===== src/rtl/res_pkg.sv =====
// Shared constants and state encoding for the result-matrix serializer.
package res_pkg;

  localparam int DATA_WIDTH  = 32;
  localparam int MAX_DIM     = 4;
  localparam int MATRIX_SIZE = MAX_DIM * MAX_DIM;
  localparam int DIM_W       = 3;
  localparam int IDX_W       = 4;

  typedef enum logic [0:0] {
    IDLE   = 1'b0,
    STREAM = 1'b1
  } state_t;

  // Keeps the row/col counters at least one bit wide even for MAX_DIM of 1.
  function automatic int cntWidth(input int maxDim);
    return (maxDim > 1) ? $clog2(maxDim) : 1;
  endfunction

endpackage


===== src/rtl/res_serializer_if.sv =====
// Valid/ready element stream leaving the serializer, with index and last flag.
interface res_serializer_if #(
  parameter int DATA_WIDTH = res_pkg::DATA_WIDTH
);
  import res_pkg::*;

  logic                  valid_o;
  logic                  ready_i;
  logic [DATA_WIDTH-1:0] data_o;
  logic [IDX_W-1:0]      idx_o;
  logic                  last_o;

  modport master (output valid_o, data_o, idx_o, last_o, input ready_i);
  modport slave  (input valid_o, data_o, idx_o, last_o, output ready_i);

endinterface


===== src/rtl/res_idx_counter.sv =====
// Row/column walker over a dim x dim window; wraps col at dim-1 and flags the final element.
module res_idx_counter #(
  parameter int CNT_W = 2,
  parameter int DIM_W = 3
) (
  input  logic             clk_i,
  input  logic             rst_i,
  input  logic             i_clear,
  input  logic             i_advance,
  input  logic [DIM_W-1:0] i_dim,
  output logic [CNT_W-1:0] o_row,
  output logic [CNT_W-1:0] o_col,
  output logic             o_last
);

  logic [CNT_W-1:0] r_row;
  logic [CNT_W-1:0] r_col;
  logic [DIM_W-1:0] w_dimM1;
  logic             w_rowEnd;
  logic             w_colEnd;

  assign w_dimM1  = i_dim - DIM_W'(1);
  assign w_rowEnd = (DIM_W'(r_row) == w_dimM1);
  assign w_colEnd = (DIM_W'(r_col) == w_dimM1);
  assign o_last   = w_rowEnd & w_colEnd;
  assign o_row    = r_row;
  assign o_col    = r_col;

  // Finishing the window returns to (0,0) so an idle block always points at element 0.
  always_ff @(posedge clk_i or posedge rst_i) begin
    if (rst_i) begin
      r_row <= '0;
      r_col <= '0;
    end else if (i_clear) begin
      r_row <= '0;
      r_col <= '0;
    end else if (i_advance) begin
      if (o_last) begin
        r_row <= '0;
        r_col <= '0;
      end else if (w_colEnd) begin
        r_col <= '0;
        r_row <= r_row + CNT_W'(1);
      end else begin
        r_col <= r_col + CNT_W'(1);
      end
    end
  end

endmodule


===== src/rtl/res_serializer.sv =====
// Captures a full result matrix in one cycle and streams its dim x dim corner row-major.
module res_serializer #(
  parameter int DATA_WIDTH  = res_pkg::DATA_WIDTH,
  parameter int MAX_DIM     = res_pkg::MAX_DIM,
  parameter int MATRIX_SIZE = res_pkg::MATRIX_SIZE
) (
  input  logic                              clk_i,
  input  logic                              rst_i,
  input  logic                              done_i,
  input  logic [2:0]                        dim_i,
  input  logic [MATRIX_SIZE*DATA_WIDTH-1:0] res_flat_i,
  res_serializer_if.master                  m_out,
  output logic                              busy_o,
  output logic                              overrun_o,
  output logic                              dim_err_o
);
  import res_pkg::*;

  localparam int               CNT_W     = cntWidth(MAX_DIM);
  localparam logic [DIM_W-1:0] MAX_DIM_D = DIM_W'(MAX_DIM);
  localparam logic [IDX_W-1:0] MAX_DIM_I = IDX_W'(MAX_DIM);

  state_t                r_state;
  logic [DATA_WIDTH-1:0] r_buf [MATRIX_SIZE];
  logic [DIM_W-1:0]      r_dim;
  logic                  r_overrun;
  logic                  r_dimErr;

  logic [CNT_W-1:0]      w_row;
  logic [CNT_W-1:0]      w_col;
  logic                  w_cntLast;
  logic [IDX_W-1:0]      w_idx;
  logic                  w_stream;
  logic                  w_xfer;
  logic                  w_lastXfer;
  logic                  w_dimLegal;
  logic                  w_capture;

  assign w_stream   = (r_state == STREAM);
  assign w_xfer     = w_stream & m_out.ready_i;
  assign w_lastXfer = w_xfer & w_cntLast;
  assign w_dimLegal = (dim_i != '0) && (dim_i <= MAX_DIM_D);
  // A new matrix is taken when idle, or exactly on the final handshake so streams chain without a bubble.
  assign w_capture  = done_i & w_dimLegal & (~w_stream | w_lastXfer);
  assign w_idx      = IDX_W'(w_row) * MAX_DIM_I + IDX_W'(w_col);

  res_idx_counter #(
    .CNT_W (CNT_W),
    .DIM_W (DIM_W)
  ) u_idx_counter (
    .clk_i     (clk_i),
    .rst_i     (rst_i),
    .i_clear   (w_capture),
    .i_advance (w_xfer),
    .i_dim     (r_dim),
    .o_row     (w_row),
    .o_col     (w_col),
    .o_last    (w_cntLast)
  );

  always_ff @(posedge clk_i or posedge rst_i) begin
    if (rst_i) begin
      r_state <= IDLE;
    end else if (w_capture) begin
      r_state <= STREAM;
    end else if (w_lastXfer) begin
      r_state <= IDLE;
    end
  end

  always_ff @(posedge clk_i or posedge rst_i) begin
    if (rst_i) begin
      for (int k = 0; k < MATRIX_SIZE; k++) begin
        r_buf[k] <= '0;
      end
      r_dim <= '0;
    end else if (w_capture) begin
      for (int k = 0; k < MATRIX_SIZE; k++) begin
        r_buf[k] <= res_flat_i[k*DATA_WIDTH +: DATA_WIDTH];
      end
      r_dim <= dim_i;
    end
  end

  always_ff @(posedge clk_i or posedge rst_i) begin
    if (rst_i) begin
      r_overrun <= 1'b0;
      r_dimErr  <= 1'b0;
    end else begin
      if (done_i & w_dimLegal & w_stream & ~w_lastXfer) begin
        r_overrun <= 1'b1;
      end
      if (done_i & ~w_dimLegal) begin
        r_dimErr <= 1'b1;
      end
    end
  end

  assign m_out.valid_o = w_stream;
  assign m_out.last_o  = w_stream & w_cntLast;
  assign m_out.idx_o   = w_stream ? w_idx : '0;
  assign m_out.data_o  = w_stream ? r_buf[w_idx] : '0;
  assign busy_o        = w_stream;
  assign overrun_o     = r_overrun;
  assign dim_err_o     = r_dimErr;

endmodule


===== src/flat_wrapper.sv =====
// flat-port wrapper written by rule: the top's interface ports become plain ports
module res_serializer_flat import res_pkg::*;
#(
  parameter int DATA_WIDTH  = res_pkg::DATA_WIDTH,
  parameter int MAX_DIM     = res_pkg::MAX_DIM,
  parameter int MATRIX_SIZE = res_pkg::MATRIX_SIZE
)
  (clk_i, rst_i, done_i, dim_i, res_flat_i, busy_o, overrun_o, dim_err_o, m_out_valid_o, m_out_data_o, m_out_idx_o, m_out_last_o, m_out_ready_i);
  res_serializer_if #(.DATA_WIDTH(DATA_WIDTH)) m_out_i ();
  input  logic clk_i;
  input  logic rst_i;
  input  logic done_i;
  input  logic [2:0] dim_i;
  input  logic [MATRIX_SIZE*DATA_WIDTH-1:0] res_flat_i;
  output logic busy_o;
  output logic overrun_o;
  output logic dim_err_o;
  output wire logic [$bits(m_out_i.valid_o)-1:0] m_out_valid_o;
  output wire logic [$bits(m_out_i.data_o)-1:0] m_out_data_o;
  output wire logic [$bits(m_out_i.idx_o)-1:0] m_out_idx_o;
  output wire logic [$bits(m_out_i.last_o)-1:0] m_out_last_o;
  input wire logic [$bits(m_out_i.ready_i)-1:0] m_out_ready_i;
  assign m_out_valid_o = m_out_i.valid_o;
  assign m_out_data_o = m_out_i.data_o;
  assign m_out_idx_o = m_out_i.idx_o;
  assign m_out_last_o = m_out_i.last_o;
  assign m_out_i.ready_i = m_out_ready_i;
  res_serializer #(.DATA_WIDTH(DATA_WIDTH), .MAX_DIM(MAX_DIM), .MATRIX_SIZE(MATRIX_SIZE)) u_core (.clk_i(clk_i), .rst_i(rst_i), .done_i(done_i), .dim_i(dim_i), .res_flat_i(res_flat_i), .m_out(m_out_i), .busy_o(busy_o), .overrun_o(overrun_o), .dim_err_o(dim_err_o));
endmodule

===== config.mk =====
export PLATFORM = sky130hd
export DESIGN_NAME = res_serializer_flat
export DESIGN_NICKNAME = d
export VERILOG_FILES = /design/src/rtl/res_pkg.sv /design/src/rtl/res_serializer_if.sv /design/src/rtl/res_idx_counter.sv /design/src/rtl/res_serializer.sv /design/src/flat_wrapper.sv
export SDC_FILE = /design/constraint.sdc
export NUM_CORES = 1
export LEC_CHECK = 0
export CORE_MARGIN = 2
export CORE_UTILIZATION = 51
export DETAILED_ROUTE_END_ITERATION = 8
export PLACE_DENSITY_LB_ADDON = 0.05
export REMOVE_ABC_BUFFERS = 1
export SLEW_MARGIN = 30
export SYNTH_ARGS = -nofsm -noshare
export SYNTH_HDL_FRONTEND = slang
export SYNTH_HIERARCHICAL = 1
export SYNTH_SLANG_ARGS = --single-unit
export TNS_END_PERCENT = 100

===== constraint.sdc =====
create_clock -name clk_i -period 25.1 [get_ports clk_i]
set_clock_uncertainty 0.15 [all_clocks]
set_input_delay 7.53 -clock clk_i [delete_from_list [all_inputs] [get_ports clk_i]]
set_output_delay 7.53 -clock clk_i [all_outputs]
set_load 0.01 [all_outputs]

==> results.yml <==
yosys:
  ys_types: 42
  yosysSeqAreaShare_pct: 51.0
  synthFlopType: "dfrtp_1"
  synth_edf_count: 0
  yosysWarnings: 6
  synth_area_per_cell_um2: 16.2
  async_flop_share_pct: 100
  netlist_area_um2: 25600
  synth_seq_cells: 522
  synthCells: 1583
worst_setup_path:
  cp-startpoint: "u_core/u_idx_counter/o_col[0]$_DFFE_PP0P_"
  critPathCapture: "m_out_data_o[2]"
  timing.rr.start: "u_core/u_idx_counter/o_col[0]$_DFFE_PP0P_"
  cp.required_ps: 17420
  r2r_cells: 12
  path_class: "register to output port"
  r2r_end: "u_core/r_buf[183]$_DFFE_PP0P_"
  cp_max_fo: 57
  ff2ff_setup_slack_ps: 18680
  critPathCaptureType: "output port"
  start_kind: "register"
  cp.arrival_ps: 4330
floorplanning:
  dieArea_um2: 52100
  pin_count: 560
  dieHeight_um: 228
  rows: 82
  die_w_um: 228
  coreArea_um2: 49900
  start_util_pct: 51.4
global_routing:
  grt_antenna_before_repair: 45
  grt_pass1_wl_um: 108000
  grt_pass1_vias: 17200
  gr-total-overflow: 0
  grt_max_degree: 135
  track_usage_pct: 27.6
min_path:
  whs_path_depth: 1
  hp-class: "register to register"
cts:
  cts_tree: "yes"
  post-cts-setup-buffers: 0
  clockBufferDepth: 3
  root_buffer: "clkbuf_16"
  cts_hold_buf: 0
  numClockSinks: 522
  clkLatencyLatePin_ps: 600
  numCtsBuffers: 57
  clk_pin_slew_ps: 60
  cts_max_level: 2
  cts_resized: 0
sta:
  period_needed_ps: 12010
  slew_violations: 0
  relSlewSlack_pct: 29.5
  clock.fmax_mhz: 83.2
  hold_viol: 0
  min_period_over_period_pct: 47.9
  setup_viol: 0
  tns_ps: 0
  grt_setup_unrepaired: "false"
  worst_slew_pin_slew_ps: 1060
placed_design:
  port_buffers: 559
  place_congestion: 0.857
  hpwl_um: 48800
finish:
  drive_gt1_share_pct: 32.0
  finalNetCount: 2634
  area_delta_synth_final_pct: 30.9
  utilization_pct: 67.3
outcome:
  outcome: "finished, final reports clean"
run:
  drv_cap: 0
route:
  drt.antenna.violating_nets: 0
  drc: 0
  initialDrtViolationCount: 1018
  dr.pass1.iters: 5
  drt-wirelength-per-cell_um: 25.1
  drt-total-wl_um: 71800
  vias: 15600
  viasPerCell: 5.46
power_and_ir_drop:
  power_leakage_nw: 14.6
  p_per_area_nw_per_um2: 123
  ir_drop_mv: 0.0696
[layout by cell type, fill, tap and decap left out, types with 5 or more instances in the layout]
cell type / instances
bufinv_16: 5
a22oi_1: 45
clkbuf_8: 15
o211ai_1: 19
diode_2: 30
and2_1: 5
clkbuf_16: 59
mux2i_1: 155
mux2_2: 43
a221oi_1: 32
nand2_1: 40
inv_1: 7
mux4_2: 51
o21ai_0: 38
dfrtp_1: 519
mux2_4: 469
nand3_1: 7
clkinv_2: 7
clkbuf_1: 18
buf_4: 16
clkdlybuf4s50_1: 559
[per-stage QoR]
| stage | hold slack [ps] | area [um2] | total power, W | std cells | setup WS [ps] |
|---|---|---|---|---|---|
| 6_report | 319 | 33600 | 0.00414 | 2862 | 13090 |
| 5_1_grt | 337 | 33500 | 0.00436 | 2853 | 12880 |
| 4_1_cts | 323 | 33400 | 0.00417 | 2831 | 13030 |
| 3_5_place_dp | 309 | 31500 | 0.00328 | 2726 | 12730 |
| 3_3_place_gp | 301 | 31500 | 0.00324 | 2725 | 12790 |
| 2_1_floorplan | 304 | 24800 | 0.00288 | 1472 | 2950 |
[worst min-delay path by stage]
stage,startpoint,to,slack (ps)
after global routing,u_core/dim_err_o$_DFFE_PP0P_,u_core/dim_err_o$_DFFE_PP0P_,340
final,u_core/dim_err_o$_DFFE_PP0P_,u_core/dim_err_o$_DFFE_PP0P_,320
after floorplan,u_core/r_buf[204]$_DFFE_PP0P_,u_core/r_buf[204]$_DFFE_PP0P_,300
after detailed placement,u_core/dim_err_o$_DFFE_PP0P_,u_core/dim_err_o$_DFFE_PP0P_,310
after CTS,u_core/dim_err_o$_DFFE_PP0P_,u_core/dim_err_o$_DFFE_PP0P_,320
after global placement,u_core/dim_err_o$_DFFE_PP0P_,u_core/dim_err_o$_DFFE_PP0P_,300
[worst max-delay path, stage by stage, from the launching register on]
cell             delay (ps)
dfrtp_4                 820
buf_4                   660
buf_6                   680
mux4_2                  600
o21ai_0                 250
nand2_1                  80
clkdlybuf4s50_1         570
[flip-flops by register name (all words and copies together) (netlist names)]
register / cells
u_core/busy_o: 1
u_core/r_dim: 3
u_core/r_buf: 512
u_core/u_idx_counter/o_row: 2
u_core/overrun_o: 1
u_core/dim_err_o: 1
u_core/u_idx_counter/o_col: 2
[metal layers]
layer | global-route usage, % | wire [um] | part of all wire [%]
met2 | 44.4 | 34600 | 48
met4 | 9.91 | 1770 | 2.5
met5 | 0 | 184 | 0.26
met3 | 7.65 | 4870 | 6.8
met1 | 35.8 | 30400 | 42
[cell families after synthesis]
family / after synthesis / synth area share (%)
xor gates and xnor gates: 5 / 0.171
buffers and inverters: 122 / 3.51
AOI/OAI and AO/OA: 142 / 3.95
and+or+nand+nor: 70 / 1.33
DFF: 522 / 51.0
adders and majority gates: 1 / 0.0488
muxes: 721 / 40.0
[layout make-up]
| type | count | area (um2) |
|---|---|---|
| clock inverters | 13 | 194 |
| fillers | 3595 | 16300 |
| diodes | 30 | 75.1 |
| flip-flops and latches | 522 | 13100 |
| clock buffers | 92 | 1750 |
| inverters | 11 | 66.3 |
| well taps | 672 | 841 |
| multi-input cells | 939 | 11700 |
| repair buffers | 583 | 5860 |
[cells in the mapped netlist (2+ instances only)]
cell type  count  area (um2)
buf_1          5        18.8
nand3b_1       2        15.0
clkbuf_1      22        82.6
dfrtp_1      522       13100
xnor2_1        2        17.5
buf_4          5        37.5
mux2_4       469        7040
mux2i_1      155        1550
inv_1          9        33.8
buf_2         27         135
mux2_2        43         484
nand3_1        7        35.0
o21ai_0       38         190
mux4_2        51        1150
a221oi_1      32         280
and2_1         6        37.5
nand2_1       40         150
buf_6         52         586
nor2_1         4        15.0
nor2b_1        3        18.8
xor2_1         3        26.3
mux2_1         3        33.8
a22oi_1       45         338
a21oi_1        2        10.0
o211ai_1      19         143
[report_power, final]
part	switching, W	internal [W]	leakage [nW]
combinational	0.000683	0.00109	7.22
sequential	0.000263	0.00124	6.47
clock	0.000341	0.000525	0.959
total	0.00129	0.00286	14.6
No activity file was read; power rests on OpenSTA's default activity.
